$ cat src/rtl/pwm_capture.sv
// pwm_capture: measures high time, period and duty of an async PWM input.
// Results publish together after a sequential restoring divide.
module pwm_capture #(
  parameter int SYS_CLK_FREQ   = 100_000_000,
  parameter int DUTY_STEP      = 100,
  parameter int TIMEOUT_CYCLES = 1_000_000,
  parameter int CNT_W          = 32
) (
  input  logic             clk,
  input  logic             reset_p,
  input  logic             pwm_in,
  output logic [CNT_W-1:0] high_cnt,
  output logic [CNT_W-1:0] period_cnt,
  output logic [31:0]      duty,
  output logic             valid,
  output logic             timeout,
  output logic             overrun
);
  localparam int NW = CNT_W + 8;
  localparam int IW = $clog2(NW + 1);
  localparam logic [CNT_W-1:0] TO = CNT_W'(TIMEOUT_CYCLES);

  if (SYS_CLK_FREQ <= 0 || DUTY_STEP < 2 || DUTY_STEP > 255) begin : g_bad
    $error("pwm_capture: illegal parameter value");
  end

  typedef enum logic [1:0] {
    S_IDLE,
    S_HIGH,
    S_LOW,
    S_TMO
  } state_t;

  state_t r_state;
  state_t w_state_nxt;

  logic             r_s1;
  logic             r_s2;
  logic             r_prev;
  logic [CNT_W-1:0] r_cnt;
  logic [CNT_W-1:0] r_hw;
  logic [CNT_W-1:0] r_lh;
  logic [CNT_W-1:0] r_lp;
  logic [NW-1:0]    r_num;
  logic [CNT_W-1:0] r_rem;
  logic [IW-1:0]    r_it;
  logic             r_busy;

  logic             w_rise;
  logic             w_fall;
  logic             w_cnt_sat;
  logic             w_accept;
  logic             w_req;
  logic             w_drop;
  logic             w_div_last;
  logic             w_div_free;
  logic             w_enter_tmo;
  logic             w_ge;
  logic [CNT_W:0]   w_rem_sh;
  logic [CNT_W:0]   w_rem_sub;
  logic [NW-1:0]    w_num_prod;

  assign w_rise     = r_s2 & ~r_prev;
  assign w_fall     = ~r_s2 & r_prev;
  assign w_cnt_sat  = (r_cnt == TO);
  assign w_div_last = r_busy && (r_it == IW'(NW));
  assign w_div_free = ~r_busy | w_div_last;
  assign w_rem_sh   = {r_rem, r_num[NW-1]};
  assign w_rem_sub  = w_rem_sh - {1'b0, r_lp};
  assign w_ge       = ~w_rem_sub[CNT_W];
  assign w_num_prod = NW'(r_hw) * NW'(DUTY_STEP);

  // Next state plus the per-edge accept / request / drop decisions
  always_comb begin
    w_state_nxt = r_state;
    w_accept    = 1'b0;
    w_req       = 1'b0;
    w_drop      = 1'b0;
    unique case (r_state)
      S_IDLE, S_TMO: begin
        if (w_rise) begin
          w_state_nxt = S_HIGH;
          w_accept    = 1'b1;
        end
      end
      S_HIGH: begin
        if (w_fall) w_state_nxt = S_LOW;
        else if (w_cnt_sat) w_state_nxt = S_TMO;
      end
      S_LOW: begin
        if (w_rise) begin
          w_state_nxt = S_HIGH;
          w_accept    = 1'b1;
          w_req       = w_div_free;
          w_drop      = ~w_div_free;
        end else if (w_cnt_sat) begin
          w_state_nxt = S_TMO;
        end
      end
      default: w_state_nxt = S_IDLE;
    endcase
  end

  assign w_enter_tmo = (w_state_nxt == S_TMO) && (r_state != S_TMO);

  // Two-flop synchronizer and previous-value register for edge detect
  always_ff @(negedge clk or posedge reset_p) begin
    if (reset_p) begin
      r_s1   <= 1'b0;
      r_s2   <= 1'b0;
      r_prev <= 1'b0;
    end else begin
      r_s1   <= pwm_in;
      r_s2   <= r_s1;
      r_prev <= r_s2;
    end
  end

  // FSM state register
  always_ff @(negedge clk or posedge reset_p) begin
    if (reset_p) r_state <= S_IDLE;
    else         r_state <= w_state_nxt;
  end

  // Cycle counter: reload on accepted rise, saturate at the timeout
  always_ff @(negedge clk or posedge reset_p) begin
    if (reset_p)         r_cnt <= '0;
    else if (w_accept)   r_cnt <= CNT_W'(1);
    else if (!w_cnt_sat) r_cnt <= r_cnt + CNT_W'(1);
  end

  // High-time capture and latch of the completed period
  always_ff @(negedge clk or posedge reset_p) begin
    if (reset_p) begin
      r_hw <= '0;
      r_lh <= '0;
      r_lp <= '0;
    end else begin
      if (r_state == S_HIGH && w_fall) r_hw <= r_cnt;
      if (w_req) begin
        r_lh <= r_hw;
        r_lp <= r_cnt;
      end
    end
  end

  // Restoring divider; r_num shifts the quotient in from the bottom
  always_ff @(negedge clk or posedge reset_p) begin
    if (reset_p) begin
      r_busy <= 1'b0;
      r_it   <= '0;
      r_num  <= '0;
      r_rem  <= '0;
    end else if (w_req) begin
      r_busy <= 1'b1;
      r_it   <= '0;
      r_num  <= w_num_prod;
      r_rem  <= '0;
    end else if (w_div_last) begin
      r_busy <= 1'b0;
    end else if (r_busy) begin
      r_it  <= r_it + IW'(1);
      r_rem <= w_ge ? w_rem_sub[CNT_W-1:0] : w_rem_sh[CNT_W-1:0];
      r_num <= {r_num[NW-2:0], w_ge};
    end
  end

  // Result publication, timeout entry values and status pulses
  always_ff @(negedge clk or posedge reset_p) begin
    if (reset_p) begin
      high_cnt   <= '0;
      period_cnt <= '0;
      duty       <= '0;
      valid      <= 1'b0;
      timeout    <= 1'b0;
      overrun    <= 1'b0;
    end else begin
      valid   <= w_div_last;
      overrun <= w_drop;
      if (w_div_last) begin
        high_cnt   <= r_lh;
        period_cnt <= r_lp;
        duty       <= {24'd0, r_num[7:0]};
        timeout    <= 1'b0;
      end
      if (w_enter_tmo) begin
        timeout    <= 1'b1;
        period_cnt <= '0;
        duty       <= r_s2 ? 32'(DUTY_STEP) : 32'd0;
        high_cnt   <= r_s2 ? TO : '0;
      end
    end
  end

endmodule

$ cat config.mk
export PLATFORM = sky130hd
export DESIGN_NAME = pwm_capture
export DESIGN_NICKNAME = d
export VERILOG_FILES = /design/src/rtl/pwm_capture.sv
export SDC_FILE = /design/constraint.sdc
export NUM_CORES = 1
export LEC_CHECK = 0
export ABC_AREA = 1
export BUFFER_PORTS_ARGS = -buffer_cell sky130_fd_sc_hd__clkbuf_2
export CORE_AREA = 2 2 189 191
export CTS_CLUSTER_DIAMETER = 50
export DETAILED_ROUTE_END_ITERATION = 10
export DIE_AREA = 0 0 191 193
export PLACE_DENSITY = 0.68
export SLEW_MARGIN = 5
export SYNTH_ARGS = -nofsm -noshare
export SYNTH_HDL_FRONTEND = slang
export SYNTH_SLANG_ARGS = --single-unit
$ cat constraint.sdc
create_clock -name clk -period 9.9 [get_ports clk]
set_input_delay 0.99 -clock clk [delete_from_list [all_inputs] [get_ports clk]]
set_output_delay 0.99 -clock clk [all_outputs]
set_load 0.02 [all_outputs]
==> run_results.csv, run 1 <==
group,metric,value,unit
pwr,seq_power_share,30.0,%
detailed_routing,top_layer,"met4",
pwr,switching_share,41.5,%
clocking,htree_levels,2,
pwr,powerDensity,238,nW/µm²
finish,layout-drive-gt1-share,7.12,%
pwr,combinationalPowerShare,41.1,%
pwr,total_power,4.97,mW
clocking,postCtsHoldBufs,0,
pwr,p_leak,11.3,nW
synthesis,synth_top_area_share,38.0,%
clocking,cts_buffers,39,
setup_path,path_class,"reg2out",
synthesis,syn_inst,2622,
sta,rsz0062_at_grt,"false",
place,preCtsSetupSlack,2.93,ns
setup_path,cp_top_family,"flip-flops",
finish,utilization,59.6,%
global_route,grt_pass1_wl,83.7,mm
finish,layout.nets,2852,
job,max_cap_viol_count,0,
finish,final-instance-count-excl-fill,3171,
detailed_routing,wl_met1,22.9,mm
min_path,hp-class,"reg2reg",
floorplan,rows,69,
setup_path,slowest_stage,"dfrtn_1",
floorplan,die_x,191,µm
detailed_routing,wl_met3,2.82,mm
place,port_buffers,77,
setup_path,path_cells,"clkbuf_2",
detailed_routing,vias,16511,
pwr,ir_drop,0.202,mV
finish,num_antenna_cells,0,
sta,relSlewSlack,26.9,%
global_route,antenna_found_initial,0,
sta,hold_viol,0,
clocking,cts.path.max_buffers,3,
setup_path,end_kind,"output port",
clocking,cts_tree,"built",
finish,area_delta_synth_final,10.4,%
place,post_dp_cell_area,19500,µm²
clocking,clk_latency,0.56,ns
global_route,track_usage,28.9,%
global_route,grt_pass1_vias,15969,
detailed_routing,route.met2.wl,23.1,mm
synthesis,synthTopCellsByArea,"dfrtn_1 38%, nand2_1 18%, ha_1 9.3%",
clocking,root_buffer,"clkbuf_16",
floorplan,die_h,193,µm
detailed_routing,first_pass_iters,6,
synthesis,synth.distinct_cells,44,
pwr,switchingPower,2.06,mW
floorplan,die-area,36900,µm²
detailed_routing,drc,0,
floorplan,core_area,35000,µm²
pwr,clkPwrFrac,28.9,%
finish,nFillCells,3299,
pwr,power.internal,2.91,mW
detailed_routing,routedWlPerCell,16.0,µm
synthesis,syn_area,18900,µm²
sta,fin_skew,0.0203,ns
floorplan,io-pin-count,102,
synthesis,synth_largest_area_cell,"dfrtn_1",
global_route,overflow,0,
synthesis,postSynthAreaPerCell,7.21,µm²
synthesis,synth-seq-cells,287,
setup_path,cp.arrival,6.12,ns
place,post-dp-hpwl,38.1,mm
global_route,grt_max_degree,112,
sta,final.setup.worst_slack,2.79,ns
place,placed_cells,3101,
detailed_routing,wl,50.8,mm
place,globalplace.congestion,0.929,
sta,fin_setup_tns,0,ns
sta,worst_slew_pin_slew,1.10,ns
clocking,path_clk_slew,0.04,ns
sta,slew_violations,0,
detailed_routing,drtIter0Drc,1231,
detailed_routing,viasPerCell,5.21,
setup_path,worstSetupStartpointType,"flop",
detailed_routing,drtAntennaViolNets,0,
outcome,status,"completed",
setup_path,slowest_delay,0.43,ns
clocking,cts_resized,0,
setup_path,required,8.91,ns
clocking,postCtsSetupBuffers,0,
synthesis,yosysWarnings,0,
clocking,cts_sinks,287,
sta,whs,0.316,ns
setup_path,path_buf_inv,1,
synthesis,ys_seq_area_share,38.0,%
setup_path,cp_max_fo,2,
sta,setup_viol,0,
floorplan,start_util,54.0,%
finish,design_area,20900,µm²
## power groups by stage
| stage | Combinational [mW] | Clock, mW | Sequential [mW] |
|---|---|---|---|
| floorplan | 1.60 | 0 | 1.47 |
| global placement | 1.99 | 0 | 1.50 |
| detailed placement | 2.03 | 0 | 1.50 |
| CTS | 2.04 | 1.46 | 1.49 |
| global route | 2.36 | 1.52 | 1.51 |
| finish | 2.04 | 1.44 | 1.49 |
## state kept, by name (all words and copies together) (netlist names), 32 cells and up
name        flops
r_num          40
high_cnt       32
period_cnt     32
r_cnt          32
r_hw           32
r_lh           32
r_lp           32
r_rem          32
## cell usage after synthesis (all sizes together)
cell type,instances
a21o,3
a21oi,148
a31oi,3
and2,8
and3,2
buf,55
clkbuf,38
conb,1
dfrtn,287
fa,28
ha,140
inv,451
nand2,914
nand3,129
nand3b,4
nand4,18
nor2,144
nor3,33
nor3b,2
nor4,7
o211ai,5
o21a,3
o21ai,141
o21bai,10
o221ai,7
o22ai,10
o31ai,1
o32ai,1
or2,2
xnor2,15
xor2,12
## cells by family after synthesis
family / synth area share, %
flops: 38.0
other cells: 0.0198
simple gates: 27.3
fa+ha+maj: 12.2
compound gates: 9.33
xor+xnor: 1.25
buf+inv: 11.8
## per-layer routing
layer,vias to the layer above,global-route usage [%]
met1,7747,38.9
met5,-,0
met2,430,47.4
li1,8239,-
met4,0,10.8
met3,95,4.25
## area by class of cell
cell class / instances / area [µm²] / share of cell area [%]
tap: 461 / 577 / 2.77
clock inverter: 20 / 260 / 1.25
inverter: 451 / 1700 / 8.15
clock buffer: 50 / 1060 / 5.08
sequential: 287 / 7180 / 34.4
multi-input combinational: 1814 / 9590 / 46.0
timing repair buffer: 88 / 493 / 2.36
## cells in the final DEF, fill, tap and decap left out, types with 9 or more instances in the layout
cell / synthesis / final
a21oi_1: 148 / 148
xor2_1: 12 / 12
fa_1: 28 / 28
xnor2_1: 15 / 15
nor3_1: 28 / 28
nand2_2: 12 / 12
buf_4: 26 / 9
dfrtn_1: 287 / 287
nand3_1: 128 / 127
nand2_1: 901 / 901
clkbuf_16: 0 / 40
ha_1: 140 / 140
o21ai_0: 138 / 138
o22ai_1: 10 / 10
nor2_1: 134 / 132
clkbuf_2: 0 / 77
conb_1: 1 / 24
inv_1: 443 / 441
nand4_1: 18 / 18
nor2_2: 9 / 10
o21bai_1: 10 / 10
## final timing paths
kind                                start  cells past startpoint  slack, ns        endpoint
min reg2reg                          r_s1                      0       0.32            r_s2
max reg2reg                       r_hw[6]                     17       6.45       r_num[33]
min                                  r_s1                      0       0.32            r_s2
max                        period_cnt[16]                      1       2.79  period_cnt[16]
max in group asynchronous         reset_p                      3       3.56       r_rem[10]
min in group asynchronous         reset_p                      3       5.44         r_lh[4]
(Power assumes the default switching activity.)
==> inputs of run 2 (changes only) <==
==> constraint.sdc (replaced) <==
create_clock -name clk -period 6.7 [get_ports clk]
set_input_delay 0.67 -clock clk [delete_from_list [all_inputs] [get_ports clk]]
set_output_delay 0.67 -clock clk [all_outputs]
set_load 0.02 [all_outputs]
==> run_results.csv, run 2 (synthesis gave the netlist of run 1 again) <==
group,metric,value,unit
floorplan,io-pin-count,102,
global_route,track_usage,29.0,%
pwr,ir_drop,0.280,mV
sta,hold_viol,0,
min_path,hold_end,"r_prev",
finish,layout-drive-gt1-share,7.05,%
finish,area_delta_synth_final,9.97,%
pwr,powerDensity,345,nW/µm²
clocking,postCtsHoldBufs,0,
clocking,cts_buffers,36,
finish,layout_common_cells,"901 x nand2_1, 441 x inv_1, 287 x dfrtn_1",
sta,rsz0062_at_grt,"false",
min_path,hp-start,"r_s2",
clocking,cts_sinks,287,
global_route,antenna_found_initial,1,
floorplan,core_area,35000,µm²
finish,top_register,"r_num",
place,placed_cells,3104,
clocking,path_clk_slew,0.04,ns
detailed_routing,vias,16447,
pwr,p_leak,11.2,nW
floorplan,rows,69,
setup_path,cp_max_fo,2,
finish,largest_register_ffs,40,
clocking,root_buffer,"clkbuf_16",
pwr,seq_power_share,30.7,%
place,preCtsSetupSlack,1.60,ns
pwr,combinationalPowerShare,42.1,%
detailed_routing,viasPerCell,5.19,
detailed_routing,first_pass_iters,5,
detailed_routing,drtAntennaViolNets,0,
global_route,grt_pass1_wl,83.8,mm
detailed_routing,top_layer,"met5",
setup_path,end_kind,"output port",
clocking,clk_latency,0.56,ns
setup_path,path_buf_inv,1,
pwr,switchingPower,3.02,mW
outcome,status,"completed",
sta,setup_viol,0,
finish,num_antenna_cells,0,
detailed_routing,drtIter0Drc,1193,
finish,final-instance-count-excl-fill,3169,
sta,final.setup.worst_slack,1.52,ns
finish,utilization,59.4,%
global_route,overflow,0,
detailed_routing,wl_met1,23.3,mm
finish,mostFrequentLayoutCell,"nand2_1",
sta,relSlewSlack,25.6,%
sta,worst_slew_pin_slew,1.11,ns
global_route,grt_pass1_vias,16140,
setup_path,r2r_setup_slack,3.15,ns
place,port_buffers,77,
pwr,clkPwrFrac,27.2,%
setup_path,path_cells,"clkbuf_2",
finish,layout.nets,2852,
setup_path,reg2reg_to,"r_num[22]",
place,post-dp-hpwl,38.9,mm
clocking,cts_tree,"built",
global_route,grt_max_degree,89,
setup_path,rr_startpoint,"r_hw[8]",
finish,nFillCells,3341,
detailed_routing,routedWlPerCell,16.2,µm
min_path,min_delay_path_depth,0,
place,globalplace.congestion,0.988,
job,max_cap_viol_count,0,
sta,slew_violations,0,
min_path,hp-class,"reg2reg",
setup_path,path_class,"reg2out",
setup_path,cp_top_family,"flip-flops",
clocking,cts_resized,0,
pwr,switching_share,42.0,%
floorplan,die_h,193,µm
setup_path,cp.arrival,4.51,ns
setup_path,slowest_stage,"dfrtn_1",
floorplan,die_x,191,µm
floorplan,start_util,54.0,%
setup_path,slowest_delay,0.43,ns
detailed_routing,drc,0,
setup_path,required,6.03,ns
clocking,postCtsSetupBuffers,0,
setup_path,worstSetupStartpointType,"flop",
clocking,htree_levels,2,
setup_path,rr_worst_depth,15,
detailed_routing,wl,51.2,mm
sta,fin_skew,0.0140,ns
pwr,power.internal,4.16,mW
floorplan,die-area,36900,µm²
clocking,cts.path.max_buffers,3,
detailed_routing,route.met2.wl,23.2,mm
sta,fin_setup_tns,0,ns
detailed_routing,wl_met3,2.76,mm
[run 2: changes by cell type in the layout (fill, tap and decap cells not counted)]
| cell | change |
|---|---|
| buf_12 | +2 |
| buf_4 | +1 |
| bufinv_16 | -2 |
| clkbuf_16 | -3 |
| clkbuf_8 | +2 |
| inv_6 | -2 |
[run 2: stage by stage]
step / total power [mW] / instance area (µm²) / hold WS (ns)
final: 7.18 / 20800 / 0.386
after global routing: 7.77 / 20800 / 0.399
after CTS: 7.20 / 20800 / 0.390
after detailed placement: 5.21 / 19600 / 0.390
after global placement: 5.15 / 19600 / 0.389
after floorplan: 4.54 / 19000 / 0.292
[run 2: layer usage]
layer	global-route usage [%]	vias to the layer above
met5	0	-
met4	11.6	2
met1	39.0	7689
met3	4.00	100
met2	47.6	422
li1	-	8234
[run 2: worst max path at each step]
stage | from | endpoint | slack [ns] | depth (start not counted)
floorplan | reset_p | duty[0] | -0.97 | 1
detailed placement | reset_p | high_cnt[21] | 1.60 | 3
global route | period_cnt[17] | period_cnt[17] | 1.49 | 1
global placement | reset_p | valid | 1.67 | 3
finish | period_cnt[17] | period_cnt[17] | 1.52 | 1
CTS | period_cnt[17] | period_cnt[17] | 1.51 | 1
[run 2: cell type report]
class | instances | area (µm²) | area share [%]
Sequential cell | 287 | 7180 | 34.6
Timing Repair Buffer | 91 | 541 | 2.60
Multi-Input combinational cell | 1814 | 9590 | 46.1
Tap cell | 461 | 577 | 2.78
Clock buffer | 49 | 1010 | 4.87
Inverter | 451 | 1700 | 8.18
Clock inverter | 16 | 183 | 0.879
[run 2: power by group through the flow]
stage | clock, mW | combinational, mW | sequential (mW)
final | 1.95 | 3.02 | 2.20
after global routing | 2.06 | 3.48 | 2.23
after CTS | 1.99 | 3.01 | 2.19
after detailed placement | 0 | 3.00 | 2.22
after global placement | 0 | 2.94 | 2.21
after floorplan | 0 | 2.37 | 2.17
